[src/rtl/md_pos_pkg.sv]
// Shared types and constants for the position-cell reader.
package md_pos_pkg;

  typedef enum logic [2:0] {
    IDLE,
    CNT_REQ,
    CNT_WAIT,
    STREAM,
    DRAIN,
    DONE
  } state_t;

  // Cycles from an address being presented to its data on cell_q.
  localparam int RAM_RD_LAT = 2;

  // Field layout of a RAM word: {posz, posy, posx}.
  localparam int COORD_W  = 32;
  localparam int POSX_LSB = 0;
  localparam int POSY_LSB = 32;
  localparam int POSZ_LSB = 64;

endpackage

[src/rtl/pos_stream_fifo.sv]
// Small synchronous FIFO carrying {last, pid, data} beats, with occupancy.
module pos_stream_fifo #(
  parameter int          WIDTH = 105,
  parameter int unsigned DEPTH = 4
) (
  input  logic                       clk,
  input  logic                       rst_n,
  input  logic                       push,
  input  logic [WIDTH-1:0]           push_data,
  input  logic                       pop,
  output logic [WIDTH-1:0]           pop_data,
  output logic [$clog2(DEPTH+1)-1:0] occupancy
);

  localparam int PW = (DEPTH > 1) ? $clog2(DEPTH) : 1;
  localparam int OW = $clog2(DEPTH + 1);

  logic [WIDTH-1:0] mem [DEPTH];
  logic [PW-1:0]    wr_ptr, rd_ptr;

  function automatic logic [PW-1:0] bump(input logic [PW-1:0] p);
    return (p == PW'(DEPTH - 1)) ? '0 : p + PW'(1);
  endfunction

  assign pop_data = mem[rd_ptr];

  // Storage, pointers and occupancy; storage is cleared so outputs read 0 after reset.
  always_ff @(posedge clk or negedge rst_n) begin
    if (!rst_n) begin
      for (int unsigned i = 0; i < DEPTH; i++) mem[i] <= '0;
      wr_ptr    <= '0;
      rd_ptr    <= '0;
      occupancy <= '0;
    end else begin
      if (push) begin
        mem[wr_ptr] <= push_data;
        wr_ptr      <= bump(wr_ptr);
      end
      if (pop) rd_ptr <= bump(rd_ptr);
      case ({push, pop})
        2'b10:   occupancy <= occupancy + OW'(1);
        2'b01:   occupancy <= occupancy - OW'(1);
        default: ;
      endcase
    end
  end

  a_no_overflow: assert property (@(posedge clk) disable iff (!rst_n)
    !(push && occupancy == OW'(DEPTH)));

endmodule

[src/rtl/pos_cell_reader.sv]
// Drains one cell position RAM into a ready/valid particle stream.
module pos_cell_reader
  import md_pos_pkg::*;
#(
  parameter int DATA_WIDTH   = 96,
  parameter int ADDR_WIDTH   = 8,
  parameter int PARTICLE_NUM = 220,
  parameter int FIFO_DEPTH   = 4
) (
  input  logic                  clk,
  input  logic                  rst_n,
  input  logic                  start,
  output logic                  busy,
  output logic                  done,
  output logic                  count_err,
  output logic [ADDR_WIDTH-1:0] particle_count,
  output logic [ADDR_WIDTH-1:0] cell_address,
  output logic                  cell_rden,
  output logic                  cell_wren,
  input  logic [DATA_WIDTH-1:0] cell_q,
  output logic                  out_valid,
  input  logic                  out_ready,
  output logic [DATA_WIDTH-1:0] out_data,
  output logic [ADDR_WIDTH-1:0] out_pid,
  output logic                  out_last
);

  localparam int OCC_W   = $clog2(FIFO_DEPTH + 1);
  localparam int ENTRY_W = DATA_WIDTH + ADDR_WIDTH + 1;
  localparam logic [ADDR_WIDTH-1:0] MAX_COUNT = ADDR_WIDTH'(PARTICLE_NUM - 1);

  state_t                state, state_next;
  logic [1:0]            wait_cnt;
  logic                  data_rden;
  logic [1:0]            pipe_vld;
  logic [ADDR_WIDTH-1:0] pipe_addr0, pipe_addr1;
  logic                  issue, capture, cnt_over, can_issue, push, pop;
  logic [ADDR_WIDTH-1:0] raw_count, clamped_count, issue_addr;
  logic [OCC_W-1:0]      occupancy;
  logic [OCC_W:0]        occ_next;
  logic [OCC_W+1:0]      demand;
  logic [ENTRY_W-1:0]    push_entry, head_entry;

  assign cell_wren     = 1'b0;
  assign raw_count     = cell_q[ADDR_WIDTH-1:0];
  assign cnt_over      = raw_count > MAX_COUNT;
  assign clamped_count = cnt_over ? MAX_COUNT : raw_count;

  assign out_valid = occupancy != '0;
  assign pop       = out_valid & out_ready;
  assign push      = pipe_vld[1];
  assign push_entry = {pipe_addr1 == particle_count, pipe_addr1, cell_q};
  assign {out_last, out_pid, out_data} = head_entry;

  // Reads are decided one cycle ahead (cell_rden is a flop), so the credit check
  // uses next-cycle occupancy plus every read that will still be outstanding.
  assign occ_next  = {1'b0, occupancy} + {{OCC_W{1'b0}}, push} - {{OCC_W{1'b0}}, pop};
  assign demand    = {1'b0, occ_next} + {{(OCC_W+1){1'b0}}, data_rden}
                   + {{(OCC_W+1){1'b0}}, pipe_vld[0]};
  assign can_issue = demand < (OCC_W+2)'(FIFO_DEPTH);

  // Next-state, read-issue and count-capture decisions.
  always_comb begin
    state_next = state;
    issue      = 1'b0;
    issue_addr = cell_address + ADDR_WIDTH'(1);
    capture    = 1'b0;
    case (state)
      IDLE:     if (start) state_next = CNT_REQ;
      CNT_REQ:  state_next = CNT_WAIT;
      CNT_WAIT: begin
        if (wait_cnt == 2'(RAM_RD_LAT - 1)) begin
          capture = 1'b1;
          if (clamped_count != '0) begin
            state_next = STREAM;
            issue      = 1'b1;
            issue_addr = ADDR_WIDTH'(1);
          end else begin
            state_next = DONE;
          end
        end
      end
      STREAM: begin
        if (cell_address == particle_count) state_next = DRAIN;
        else if (can_issue)                 issue      = 1'b1;
      end
      DRAIN: begin
        if (!data_rden && !pipe_vld[0] && occ_next == '0) state_next = DONE;
      end
      DONE:     state_next = IDLE;
      default:  state_next = IDLE;
    endcase
  end

  // State register and registered control outputs.
  always_ff @(posedge clk or negedge rst_n) begin
    if (!rst_n) begin
      state          <= IDLE;
      wait_cnt       <= '0;
      busy           <= 1'b0;
      done           <= 1'b0;
      count_err      <= 1'b0;
      particle_count <= '0;
      cell_rden      <= 1'b0;
      data_rden      <= 1'b0;
      cell_address   <= '0;
    end else begin
      state     <= state_next;
      wait_cnt  <= (state == CNT_WAIT) ? wait_cnt + 2'd1 : '0;
      busy      <= state_next != IDLE;
      done      <= state_next == DONE;
      count_err <= capture & cnt_over;
      if (capture) particle_count <= clamped_count;
      cell_rden <= issue | (state_next == CNT_REQ);
      data_rden <= issue;
      if (state_next == CNT_REQ) cell_address <= '0;
      else if (issue)            cell_address <= issue_addr;
    end
  end

  // Valid/address pipe aligned to the RAM read latency; the count read is not tracked.
  always_ff @(posedge clk or negedge rst_n) begin
    if (!rst_n) begin
      pipe_vld   <= '0;
      pipe_addr0 <= '0;
      pipe_addr1 <= '0;
    end else begin
      pipe_vld   <= {pipe_vld[0], data_rden};
      pipe_addr0 <= cell_address;
      pipe_addr1 <= pipe_addr0;
    end
  end

  pos_stream_fifo #(
    .WIDTH (ENTRY_W),
    .DEPTH (FIFO_DEPTH)
  ) u_fifo (
    .clk       (clk),
    .rst_n     (rst_n),
    .push      (push),
    .push_data (push_entry),
    .pop       (pop),
    .pop_data  (head_entry),
    .occupancy (occupancy)
  );

endmodule

[config.mk]
export PLATFORM = sky130hd
export DESIGN_NAME = pos_cell_reader
export DESIGN_NICKNAME = d
export VERILOG_FILES = /design/src/rtl/md_pos_pkg.sv /design/src/rtl/pos_stream_fifo.sv /design/src/rtl/pos_cell_reader.sv
export SDC_FILE = /design/constraint.sdc
export NUM_CORES = 1
export LEC_CHECK = 0
export ABC_CLOCK_PERIOD_IN_PS = 2900
export CAP_MARGIN = 10
export CORE_ASPECT_RATIO = 1.75
export CORE_UTILIZATION = 51
export DETAILED_ROUTE_END_ITERATION = 8
export PLACE_DENSITY = 0.76
export SETUP_SLACK_MARGIN = 0.2
export SLEW_MARGIN = 30
export SYNTH_ARGS = -nofsm -noshare
export SYNTH_HDL_FRONTEND = slang
export SYNTH_SLANG_ARGS = --single-unit
[constraint.sdc]
create_clock -name clk -period 2.9 [get_ports clk]
set_input_delay 0.87 -clock clk [delete_from_list [all_inputs] [get_ports clk]]
set_output_delay 0.87 -clock clk [all_outputs]
set_load 0.02 [all_outputs]
# Yosys cells after proc, flatten, opt, wreduce, memory -nomap -nowiden

Index checks and enable logic that the tools add are counted.
Widths: inputs -> output; s select.

Equal/unequal tests: 13
Reductions and logical operators: 12
Bitwise gates (word level): 5
$lt $le $gt $ge: 5
Add/subtract/negate cells: 10
Muxes and demuxes: 29

Operators with widths:

| kind                | count |
|---|---|
| $bwmux 420          | 1 |
| $mux 105            | 3 |
| $bmux 105 s2        | 1 |
| $demux 105 s2       | 1 |
| $mux 8              | 6 |
| $eq 8x8->1          | 2 |
| $mux 3              | 5 |
| $pmux 3 s5          | 1 |
| $add 8x1->8 const B | 1 |
| $gt 8x8->1 const B  | 1 |
| $reduce_bool 8->1   | 1 |
| $add 2x1->2 const B | 3 |
| $eq 2x2->1 const B  | 3 |
| $eq 3x1->1 const B  | 2 |
| $eq 3x2->1 const B  | 2 |
| $eq 3x3->1 const B  | 2 |
| $ge 3x3->1 const B  | 2 |
| $mux 1              | 6 |
| $mux 2              | 3 |
| $not 2->3           | 2 |
| $pmux 3 s2          | 1 |
| $reduce_bool 3->1   | 2 |
| $add 4x1->5         | 1 |
| $add 5x1->5         | 1 |
| 15 further kinds    | 21 |

Flip-flop bits (word level): 471
Logic and storage cells: 93
Input bits: 100
Output and inout port bits: 127

# Logic depth before layout (Yosys ltp)

Gate-level depths: netlist of the first run.

Word-level depth: 11
Depth in mapped cells: 11
Depth with buffers taken out: 10

# Cells and area by module

From an unflattened synthesis of the first run, not the netlist that was laid out.

Cells, all modules: 1,249
Area, all modules: 20,614.8 um^2

Modules (own cells, without submodules):

| module          | cells an instance | times used | area each (um^2) | seq. area each (um^2) |
|---|---|---|---|---|
| pos_stream_fifo | 1,047             | 1          | 18,456.5         | 10,685.2 |
| pos_cell_reader | 202               | 1          | 2,158.3          | 1,101.1 |

# Worst setup path after synthesis of the first run

No wires, ideal clock.

Path type: flip-flop to flip-flop
From: reg u_fifo.occupancy[0]
To: reg cell_address[1]
Arrival: 2.906 ns
Data required time: 2.775 ns
Buffers on the path: 1
Library setup time: 0.125 ns
Cell stages (with the launch flop): 12
Clock period less this slack: 3.031 ns
Path slack: -0.131 ns
Path through: dfrtp_1 or3_1 nand3_1 o21ai_0 ha_1 fa_1 xor2_1 a211oi_1 or2_2 buf_2 nand2_1 mux2_2

Word-level cells in the longest chain between the ends: 10
Elaborated cells on any way between the ends: 17
Classes of those cells: add/sub (4); order compare (1); eq/ne (1); mux (6); bitwise (1); reduce/logical (4)

RTL lines:

| element                            | RTL line               | text |
|---|---|---|
| start: declaration                 | pos_stream_fifo.sv:12  | `output logic [$clog2(DEPTH+1)-1:0] occupancy` |
| start signal: assignment           | pos_stream_fifo.sv:41  | `2'b10: occupancy <= occupancy + OW'(1);` |
| start signal: assignment           | pos_stream_fifo.sv:42  | `2'b01: occupancy <= occupancy - OW'(1);` |
| $reduce_bool 3->1 *                | pos_cell_reader.sv:49  | `assign out_valid = occupancy != '0;` |
| via out_valid                      | pos_cell_reader.sv:21  | `output logic out_valid,` |
| $and 1x1->1 *                      | pos_cell_reader.sv:50  | `assign pop = out_valid & out_ready;` |
| $sub 4x1->4 *                      | pos_cell_reader.sv:57  | `assign occ_next = {1'b0, occupancy} + {{OCC_W{1'b0}}, push} - {{OCC_W{1'b0}}, pop};` |
| $add 4x1->5                        | pos_cell_reader.sv:58  | `assign demand = {1'b0, occ_next} + {{(OCC_W+1){1'b0}}, data_rden}` |
| $add 5x1->5                        | pos_cell_reader.sv:59  | `+ {{(OCC_W+1){1'b0}}, pipe_vld[0]};` |
| $lt 5x3->1                         | pos_cell_reader.sv:60  | `assign can_issue = demand < (OCC_W+2)'(FIFO_DEPTH);` |
| $mux 1                             | pos_cell_reader.sv:85  | `else if (can_issue) issue = 1'b1;` |
| $mux 1                             | pos_cell_reader.sv:84  | `if (cell_address == particle_count) state_next = DRAIN;` |
| $pmux 1 s2                         | pos_cell_reader.sv:68  | `case (state)` |
| $reduce_bool 2->1 (no source line) | -                      |  |
| end signal: assignment             | pos_cell_reader.sv:117 | `else if (issue) cell_address <= issue_addr;` |
| end: declaration                   | pos_cell_reader.sv:17  | `output logic [ADDR_WIDTH-1:0] cell_address,` |

Mark *: on every way through the listed nets, which the timed path passes. The rest lies on a longest branch.
A chain may end at the register's enable or synchronous reset.

# Worst setup path in the final report of the first run

From: reg u_fifo.rd_ptr[0]
To: out out_data[39]

Word-level cells in the longest chain between the ends: 4

RTL lines:

| element                                     | RTL line              | text |
|---|---|---|
| start: declaration                          | pos_stream_fifo.sv:19 | `logic [PW-1:0] wr_ptr, rd_ptr;` |
| start signal: assignment                    | pos_stream_fifo.sv:39 | `if (pop) rd_ptr <= bump(rd_ptr);` |
| $not 2->3 (not written as such)             | pos_stream_fifo.sv:25 | `assign pop_data = mem[rd_ptr];` |
| $bmux 105 s2                                | pos_stream_fifo.sv:25 |  |
| $mux 105 (not written as such) (2 in a row) | pos_stream_fifo.sv:25 |  |
| end: declaration                            | pos_cell_reader.sv:23 | `output logic [DATA_WIDTH-1:0] out_data,` |

No other way between the ends. The select of a mux whose other input is x is not followed.

==> results of run 1 <==
per-layer routing:
layer | share of wire, % | vias to the layer above | track usage, %
met1 | 38 | 6352 | 27.1
met5 | 0.092 | - | 0
met2 | 55 | 250 | 44.5
met4 | 3.4 | 6 | 8.85
met3 | 4.1 | 92 | 3.95
li1 | - | 5234 | -
worst register-to-register path, cell delays in order (launching register included):
cell and delay [ns]:
dfrtp_1 0.42, or3_4 0.43, nand3_4 0.10, o21ai_2 0.05, ha_2 0.18, fa_2 0.39, xor2_4 0.18, nor4bb_4 0.33
or2_4 0.21, nand2_4 0.06, mux2_4 0.29
path summary, 6_finish.rpt:
check	startpoint	to	slack, ns	cells past startpoint
worst max-delay path	u_fifo.rd_ptr[0]$_DFFE_PN0P_	out_data[39]	-0.15	6
worst min-delay path	rst_n	u_fifo.mem[209]$_DFFE_PN0P_	0.29	1
worst max register to register	u_fifo.occupancy[1]$_DFFE_PN0P_	cell_address[1]$_DFFE_PN0P_	0.15	10
worst min register to register	pipe_addr0[2]$_DFF_PN0_	pipe_addr1[2]$_DFF_PN0_	0.35	0
max in group asynchronous	rst_n	u_fifo.mem[165]$_DFFE_PN0P_	1.79	2
min in group clk	pipe_addr0[2]$_DFF_PN0_	pipe_addr1[2]$_DFF_PN0_	0.35	0
registers in the layout, indices dropped and copies added, names as in the netlist:
name	cells
particle_count	8
u_fifo.rd_ptr	2
state	3
count_err	1
u_fifo.wr_ptr	2
pipe_addr1	8
data_rden	1
pipe_addr0	8
u_fifo.occupancy	3
cell_address	8
wait_cnt	2
pipe_vld	2
busy	1
done	1
u_fifo.mem	420
cell_rden	1
per-stage QoR:
step / total power, mW / utilization, % / cells
finish: 33.1 / 66.2 / 2064
floorplan: 19.9 / - / 1252
detailed placement: 25.7 / 60.5 / 1953
global placement: 25.1 / 60.5 / 1953
global route: 34.7 / 66.2 / 2064
CTS: 32.9 / 65.5 / 2053
cell usage in the layout, fill, tap and decap left out, types with 5 or more instances in the layout:
cell	instances
inv_1	10
o211ai_1	8
o2111ai_1	5
nor2_1	18
nand3_1	8
buf_8	5
clkbuf_1	8
nand2_4	6
mux2_2	419
clkbuf_8	9
clkdlybuf4s50_1	117
buf_6	120
buf_16	6
nand2_1	25
mux4_2	105
nand4_1	5
and2_1	5
ha_1	10
buf_4	39
xnor2_1	18
bufinv_16	7
buf_12	28
dfrtp_1	469
clkbuf_16	46
a21oi_1	10
layout make-up:
type | instances | area (um2) | area share, %
Inverter | 11 | 41.3 | 0.159
Sequential cell | 471 | 11800 | 45.4
Clock inverter | 13 | 246 | 0.948
Clock buffer | 62 | 1280 | 4.93
Antenna cell | 3 | 7.51 | 0.0289
Timing Repair Buffer | 318 | 3660 | 14.1
Tap cell | 490 | 613 | 2.36
Multi-Input combinational cell | 696 | 8350 | 32.1
kinds of logic after synthesis:
kind of cell             share of synthesized area [%]
other                                           0.0184
flip-flops                                        57.8
AND/OR/NAND/NOR                                   2.29
adder cells (fa/ha/maj)                          0.871
buffers and inverters                             1.80
XOR/XNOR                                         0.902
multiplexers                                      34.8
AO/OA/AOI/OAI                                     1.50
repair_timing:
item,CTS,global route
gates resized for setup,640,54
hold buffers,0,0
gates cloned,5,1
setup buffers,20,7
pin swaps,1,5
setup endpoints to repair,109,117
report_power, final:
part	internal [mW]	total [mW]	switching, mW
registers	9.63	11.3	1.63
logic	9.01	15.7	6.71
clock network	3.69	6.11	2.43
==> summary.txt, run 1 <==
Finish
  • # fillers: 2786
  • Layout cells sized above 1: 52.0%
  • Post-route cell area: 26000 um2
  • Nets: 1654
  • Area Overhead vs Synth: 27.5%

Worst setup path
  • CP Buf/Inv Count: 5
  • WP data arrival: 2.18 ns
  • Crit end category: output port
  • Worst path top cell family by delay: buffers and inverters
  • Worst-path maximum fanout: 6
  • CP Cell Sequence: buf_6 > buf_12 > buf_16 > buf_12 > mux4_2 > buf_6
  • Worst EP required: 2.03 ns
  • Critical path launch point type: register
  • Worst Setup Path Type: reg -> out
  • Worst path max stage delay: 0.49 ns
  • CP max-delay cell: dfrtp_4

Synth
  • Most common cell in the netlist: dfrtp_1
  • Mapped cell area: 20400 um2
  • Synth Register Bits: 471
  • Syn_nets: 1365
  • Ranking of synthesized cells by area: dfrtp_1, mux2_2, mux4_2
  • Syn_area_per_cell: 16.3 um2
  • Post-synth top area cell: dfrtp_1
  • Top cells by count, synth: dfrtp_1, mux2_2, mux4_2
  • Post-Syn Instances: 1252
  • Main synth FF type: dfrtp_1
  • Yosys Warn Count: 0
  • Seq/Total Area, Yosys: 57.8%
  • Synth cell types: 46
  • Asr flop ratio synth: 100%
  • EDFF count, synth: 0
  • Post-synth top area share: 57.8%

STA
  • Setup_tns: -5.93 ns
  • Worst Max-Slew Pin Slew: 0.843 ns
  • Max frequency: 328 MHz
  • Setup violators final: 95
  • Minimum clock period after layout: 3.05 ns
  • RSZ-0062 raised after global routing: yes
  • Tcrit/Tclk final: 105%
  • Fin worst setup slack: -0.152 ns
  • Final hold viol count: 0
  • Skew final: 0.0134 ns
  • WHS: 0.295 ns
  • Fin. max-slew vios: 0
  • Slew margin rel.: 43.0%

Global routing
  • Vias in the first global route: 13500
  • Largest net degree at the start of global routing: 82
  • First-pass GRT wire length: 75100 um
  • Gr usage total: 23.8%
  • Initial antenna violation count: 6
  • Total gr overflow: 0

Routing
  • Vias/cell: 5.78
  • DRT iter0 DRCs: 390
  • DR WL/cell: 22.6 um
  • Detailed Routing Iterations Pass 1: 4
  • Vias: 11900
  • Routed wire length: 46600 um
  • ANT nets after route: 0
  • DRC Markers: 0

Flow run
  • Maxcap violations: 0

Clock tree
  • CTS tree: built
  • H-tree levels: 2
  • Num CTS Buffers: 43
  • Clk_lat worst skew: 0.54 ns
  • Clock Path Buffers: 3
  • Sink Count: 471
  • Clk root buf: clkbuf_16
  • Clock transition at path regs: 0.06 ns

Status
  • Failing checks: setup timing
  • Outcome: finished, violations left

Pwr
  • LEAKAGE: 11.2 nW
  • P per Cell Area: 1270 nW/um2
  • IR drop worst, VDD: 762 uV

Floorplanning
  • Die width: 153 um
  • Core area: 39300 um2
  • DIE AREA: 40800 um2
  • Cell Rows: 96
  • # IOs: 227
  • Die Ht: 266 um
  • Initial cell density of the core: 51.9%

Place
  • Area post-placement: 23800 um2
  • Routability cong.: 0.804
  • Hpwl dp: 30000 um
  • Setup Slack @ Placement: -0.427 ns
  • Port Buffers: 225

Worst hold path
  • Hold/Removal Path Class: in -> async
Power figures use the tool's default switching activity.
==> inputs of run 2 (changes only) <==
--- a/config.mk
+++ b/config.mk
@@ -7,7 +7,6 @@
 export LEC_CHECK = 0
 export ABC_CLOCK_PERIOD_IN_PS = 2900
 export CAP_MARGIN = 10
-export CORE_ASPECT_RATIO = 1.75
 export CORE_UTILIZATION = 51
 export DETAILED_ROUTE_END_ITERATION = 8
 export PLACE_DENSITY = 0.76
==> run 2 against run 1 <==
The run still ends with setup timing left. Routed wire length shrank 3.1%. Cell count grew 1.8%. Hold slack lost 0.076 ns. Critical path depth is the same. Clock skew grew 0.0077 ns. Worst setup slack lost 0.097 ns. Design area shrank 0.88%. Global-route usage shrank 1.4 points. Count of clock-buffer cells in the layout grew 14. Die area is essentially flat. Via count grew 0.89%. Combinational power shrank 5%. Critical path type unchanged.
==> summary.txt, run 2 (synthesis results as in run 1) <==
Status
  • Outcome: finished, violations left
  • Failing checks: setup timing

Pwr
  • P per Cell Area: 1250 nW/um2
  • Clock network power share: 18.8%
  • LEAKAGE: 11.1 nW
  • IR drop worst, VDD: 907 uV
  • Comb pwr share: 46.3%
  • Switching part of the total power: 33.2%
  • Cell Int Power: 21.5 mW
  • Seq pwr share: 35.0%
  • Net Switching: 10.7 mW
  • Tot Pwr: 32.2 mW

STA
  • Final hold viol count: 0
  • RSZ-0062 raised after global routing: yes
  • Skew final: 0.0211 ns
  • Max frequency: 318 MHz
  • Fin worst setup slack: -0.249 ns
  • Setup violators final: 86
  • Slew margin rel.: 51.2%
  • Worst Max-Slew Pin Slew: 0.727 ns
  • Tcrit/Tclk final: 109%
  • Minimum clock period after layout: 3.15 ns
  • Fin. max-slew vios: 0

Finish
  • Post-route cell area: 25800 um2
  • Most frequent cells in the layout: dfrtp_1, mux2_2, clkdlybuf4s50_1, mux4_2, buf_6
  • Area Overhead vs Synth: 26.4%
  • Number of flip-flops in the largest register: 420
  • Nets: 1662
  • Layout cells sized above 1: 52.3%
  • Commonest non-fill, non-tap cell in the layout: dfrtp_1
  • Final Core Density: 66.0%
  • Top reg by flops: u_fifo.mem

Global routing
  • Total gr overflow: 0
  • Initial antenna violation count: 1
  • Vias in the first global route: 13000
  • First-pass GRT wire length: 71500 um
  • Largest net degree at the start of global routing: 85
  • Gr usage total: 22.4%

Clock tree
  • Sink Count: 471
  • Num CTS Buffers: 49
  • Clock transition at path regs: 0.06 ns
  • Clk root buf: clkbuf_16
  • H-tree levels: 2
  • CTS tree: built
  • Clock Path Buffers: 3
  • Clk_lat worst skew: 0.58 ns
  • Hold_buf cts: 0

Floorplanning
  • DIE AREA: 40800 um2
  • Die Ht: 202 um
  • # IOs: 227
  • Die width: 202 um
  • Core area: 39000 um2
  • Cell Rows: 72
  • Initial cell density of the core: 52.3%

Worst setup path
  • Worst EP required: 2.03 ns
  • Crit end category: output port
  • R2r worst-path depth: 10
  • Flop2flop setup slack: 0.15 ns
  • Beginning of the critical path: u_fifo.rd_ptr[0]$_DFFE_PN0P_
  • Worst Setup EP: out_data[5]
  • Critical R2R Capture: cell_address[1]$_DFFE_PN0P_
  • WP data arrival: 2.28 ns
  • Worst Setup Path Type: reg -> out
  • Worst-path maximum fanout: 7
  • Critical path launch point type: register
  • Reg-to-Reg Start: u_fifo.occupancy[1]$_DFFE_PN0P_

Place
  • Routability cong.: 0.847
  • Area post-placement: 23700 um2
  • Hpwl dp: 28100 um
  • Port Buffers: 225
  • Setup Slack @ Placement: -0.361 ns

Routing
  • DRT iter0 DRCs: 472
  • DR WL/cell: 21.5 um
  • Vias: 12000
  • Detailed Routing Iterations Pass 1: 4
  • Vias/cell: 5.73
  • Routed wire length: 45200 um
  • DRC Markers: 0
  • ANT nets after route: 0

Flow run
  • Maxcap violations: 0

Worst hold path
  • Hold/Removal Path Class: in -> async
==> run 2: cell count changes in the layout (fill, tap and decap cells not counted), sizes merged <==
| cell | before | now |
|---|---|---|
| buf | 198 | 195 |
| clkinv | 4 | 6 |
| clkbuf | 64 | 79 |
| bufinv | 7 | 1 |
| clkinvlp | 1 | 0 |
| clkdlybuf4s15 | 0 | 4 |
| diode | 3 | 1 |
| dlymetal6s2s | 1 | 2 |
| clkdlybuf4s50 | 117 | 116 |
==> run 2: timing repair <==
action | in CTS | in global routing
resized for setup | 455 | 146
gates cloned | 2 | 2
pin swaps | 1 | 8
setup buffers | 14 | 26
endpoints found under the setup margin | 113 | 119
==> run 2: how the worst min path moves through the flow <==
stage,from,to,slack [ns],cells past startpoint
detailed placement,pipe_addr0[2]$_DFF_PN0_,pipe_addr1[2]$_DFF_PN0_,0.33,0
finish,rst_n,u_fifo.mem[122]$_DFFE_PN0P_,0.22,1
global placement,pipe_addr0[2]$_DFF_PN0_,pipe_addr1[2]$_DFF_PN0_,0.33,0
floorplan,pipe_addr0[0]$_DFF_PN0_,pipe_addr1[0]$_DFF_PN0_,0.33,0
global route,rst_n,u_fifo.mem[222]$_DFFE_PN0P_,0.22,1
CTS,rst_n,pipe_addr1[0]$_DFF_PN0_,0.21,1
==> run 2: final cells by class <==
class / instances / area (um2)
fill: 2696 / 13200
tap: 518 / 648
multi-input combinational: 696 / 8350
inverter: 11 / 41.3
timing repair buffer: 320 / 3370
antenna: 1 / 2.50
clock buffer: 76 / 1480
sequential: 471 / 11800
clock inverter: 8 / 68.8
==> run 2: worst max-delay path: stages, from the launching register on <==
cell and delay, ns:
dfrtp_4 0.52, buf_12 0.15, buf_12 0.12, buf_16 0.14, buf_8 0.13, mux4_2 0.48
buf_6 0.16
==> run 2: stage by stage <==
stage	hold slack, ns	instances	setup TNS, ns
floorplan	0.331	1252	0
global placement	0.333	1972	-3.16
detailed placement	0.335	1972	-3.79
CTS	0.207	2072	-16.76
global route	0.223	2101	-19.38
finish	0.218	2101	-12.62
==> run 2: metal layers <==
metal,wire length (um),global-route usage [%],share of wire (%),vias to the layer above
met4,816,6.11,1.8,0
li1,-,-,-,5271
met2,22400,36.5,50,245
met1,19800,30.8,44,6452
met3,2130,4.42,4.7,72
met5,0,0,0,-
==> run 2: power by group through the flow <==
stage / Clock [mW] / Combinational [mW] / Sequential (mW)
2_1_floorplan: 0 / 9.15 / 10.8
4_1_cts: 6.21 / 13.7 / 11.2
6_report: 6.04 / 14.9 / 11.3
3_5_place_dp: 0 / 14.2 / 11.3
5_1_grt: 6.47 / 15.8 / 11.6
3_3_place_gp: 0 / 13.9 / 11.1
==> inputs of run 3 (changes only) <==
--- a/config.mk
+++ b/config.mk
@@ -7,9 +7,11 @@
 export LEC_CHECK = 0
 export ABC_CLOCK_PERIOD_IN_PS = 2900
 export CAP_MARGIN = 10
+export CORE_ASPECT_RATIO = 1.5
 export CORE_UTILIZATION = 51
 export DETAILED_ROUTE_END_ITERATION = 8
 export PLACE_DENSITY = 0.76
+export REMOVE_ABC_BUFFERS = 1
 export SETUP_SLACK_MARGIN = 0.2
 export SLEW_MARGIN = 30
 export SYNTH_ARGS = -nofsm -noshare
==> run 3 against run 2 <==
The run ends with DRC, setup timing left. Hold slack improved by 0.0062 ns. Register-to-register slack better by 0.02 ns. Clock skew shrank 0.0098 ns. First-iteration DRC count up 15%. Sequential share of layout area hardly changed. Power rose by 0.21%. Largest cell class unchanged. Largest power group unchanged.
==> summary.txt, run 3 (synthesis results as in run 1) <==
Status
  • Outcome: finished, violations left
  • Failing checks: DRC, setup timing

Routing
  • Vias: 11700
  • Detailed Routing Iterations Pass 1: 7
  • DRT iter0 DRCs: 542
  • Met3 routed WL: 1810 um
  • DRC Markers: 37
  • Routed wire length: 44300 um
  • Top Metal Used: met4
  • Met2 routed WL: 23800 um
  • DR WL/cell: 21.4 um
  • ANT nets after route: 0
  • M1 WL: 17500 um
  • Vias/cell: 5.68

Worst setup path
  • Flop2flop setup slack: 0.17 ns
  • Reg-to-Reg Start: u_fifo.occupancy[2]$_DFFE_PN0P_
  • CP Cell Sequence: buf_4 > buf_4 > buf_16 > mux4_2 > buf_6
  • Worst Setup Path Type: reg -> out
  • Critical R2R Capture: cell_address[1]$_DFFE_PN0P_
  • CP Buf/Inv Count: 4
  • CP max-delay cell: dfrtp_4
  • R2r worst-path depth: 10
  • Worst EP required: 2.03 ns
  • Worst path top cell family by delay: buffers and inverters
  • WP data arrival: 2.12 ns
  • Critical path launch point type: register
  • Worst-path maximum fanout: 8
  • Worst path max stage delay: 0.50 ns
  • CP Depth: 5
  • Most frequent CP cell: buf_4
  • Crit end category: output port

Place
  • Hpwl dp: 28500 um
  • # placed instances: 1962
  • Port Buffers: 225
  • Routability cong.: 0.856

Pwr
  • IR drop worst, VDD: 812 uV
  • P per Cell Area: 1250 nW/um2
  • LEAKAGE: 11.0 nW

Finish
  • Number of flip-flops in the largest register: 420
  • # fillers: 2791
  • Commonest non-fill, non-tap cell in the layout: dfrtp_1
  • Area Overhead vs Synth: 26.4%
  • Layout cells sized above 1: 51.9%
  • Top reg by flops: u_fifo.mem
  • Nets: 1648
  • Most frequent cells in the layout: dfrtp_1, mux2_2, clkdlybuf4s50_1, buf_6, mux4_2
  • Fin cells: 2068

Flow run
  • Maxcap violations: 0

Clock tree
  • Num CTS Buffers: 44
  • Clock Path Buffers: 3
  • CTS tree: built
  • Clk_lat worst skew: 0.54 ns
  • Hold_buf cts: 0
  • Clk root buf: clkbuf_16
  • Sink Count: 471
  • Clock transition at path regs: 0.06 ns
  • H-tree levels: 2

STA
  • Fin worst setup slack: -0.0896 ns
  • Fin. max-slew vios: 0
  • Skew final: 0.0112 ns
  • Minimum clock period after layout: 2.99 ns
  • Tcrit/Tclk final: 103%
  • Final hold viol count: 0
  • WHS: 0.224 ns
  • Slew margin rel.: 50.5%
  • RSZ-0062 raised after global routing: yes
  • Max frequency: 334 MHz
  • Setup violators final: 98
  • Worst Max-Slew Pin Slew: 0.732 ns

Floorplanning
  • Core area: 39400 um2
  • Cell Rows: 89
  • Die width: 165 um
  • DIE AREA: 40800 um2
  • Initial cell density of the core: 51.7%
  • Die Ht: 247 um
  • # IOs: 227

Global routing
  • Largest net degree at the start of global routing: 69
  • First-pass GRT wire length: 71000 um
  • Initial antenna violation count: 2
  • Gr usage total: 22.6%
  • Total gr overflow: 0
  • Vias in the first global route: 13000

Worst hold path
  • Hold/Removal Path Class: in -> async
## run 3: cell count changes in the layout (fill, tap and decap cells not counted), moves of 2 or more
cell             before  now
clkbuf_1             14    9
clkbuf_16            53   46
clkinv_2              6    4
buf_12               24   28
dlymetal6s2s_1        2    0
dfrtp_1             465  469
clkinvlp_4            0    2
buf_4                55   43
clkbuf_8             11   17
buf_8                 4    2
clkdlybuf4s15_2       4    0
dfrtp_2               4    0
buf_6                70  106
buf_2                36    6
## run 3: area by class of cell
class	count	area (um2)	share of cell area [%]
Antenna cell	2	5.00	0.0194
Tap cell	500	626	2.43
Sequential cell	471	11800	45.8
Timing Repair Buffer	311	3520	13.7
Multi-Input combinational cell	696	8350	32.4
Clock inverter	6	35.0	0.136
Clock buffer	71	1390	5.41
Inverter	11	41.3	0.160
## run 3: timing repair
action                                  4_1_cts  5_1_grt
setup buffers                                17        4
gates cloned                                  5        1
pin swaps                                     3       15
endpoints found under the setup margin      119      116
gates resized for setup                     644       26
## run 3: how the worst max path moves through the flow
stage / start / endpoint
2_1_floorplan: u_fifo.rd_ptr[0]$_DFFE_PN0P_ / out_data[0]
3_3_place_gp: out_ready / cell_address[1]$_DFFE_PN0P_
3_5_place_dp: out_ready / cell_address[1]$_DFFE_PN0P_
4_1_cts: u_fifo.rd_ptr[0]$_DFFE_PN0P_ / out_data[50]
5_1_grt: u_fifo.rd_ptr[0]$_DFFE_PN0P_ / out_data[50]
6_report: u_fifo.rd_ptr[0]$_DFFE_PN0P_ / out_data[66]
## run 3: metrics by stage
stage                     area [um2]  setup TNS (ns)  power, mW  worst slack [ns]  util, %
final                          25800           -3.72       32.3           -0.0896     65.4
after global routing           25800           -9.68       34.0            -0.153     65.4
after CTS                      25600           -6.53       32.3            -0.111     64.9
after detailed placement       23700           -5.68       25.6            -0.507     60.2
after global placement         23700           -4.52       25.1            -0.423     60.2
after floorplan                20100         -514.22       19.7             -2.82        -
## run 3: where the power goes
part	leakage [nW]	internal, mW	total [mW]	switching (mW)
Sequential	5.61	9.63	11.2	1.61
Combinational	4.73	8.81	15.4	6.58
Clock	0.703	3.27	5.66	2.39
Total	11.0	21.7	32.3	10.6
## run 3: worst register-to-register path: cells and delay by family, from the launching register on
kind / cells / cell delay, ns
DFF: 1 / 0.38
AOI/OAI and AO/OA: 1 / 0.06
and+or+nand+nor: 5 / 1.15
adders and majority gates: 2 / 0.58
muxes: 1 / 0.29
xor gates and xnor gates: 1 / 0.17
## run 3: per-layer routing
layer	vias to the layer above	GRT usage, %
li1	5208	-
met1	6261	27.8
met2	216	40.0
met3	64	3.47
met4	0	7.80
met5	-	0
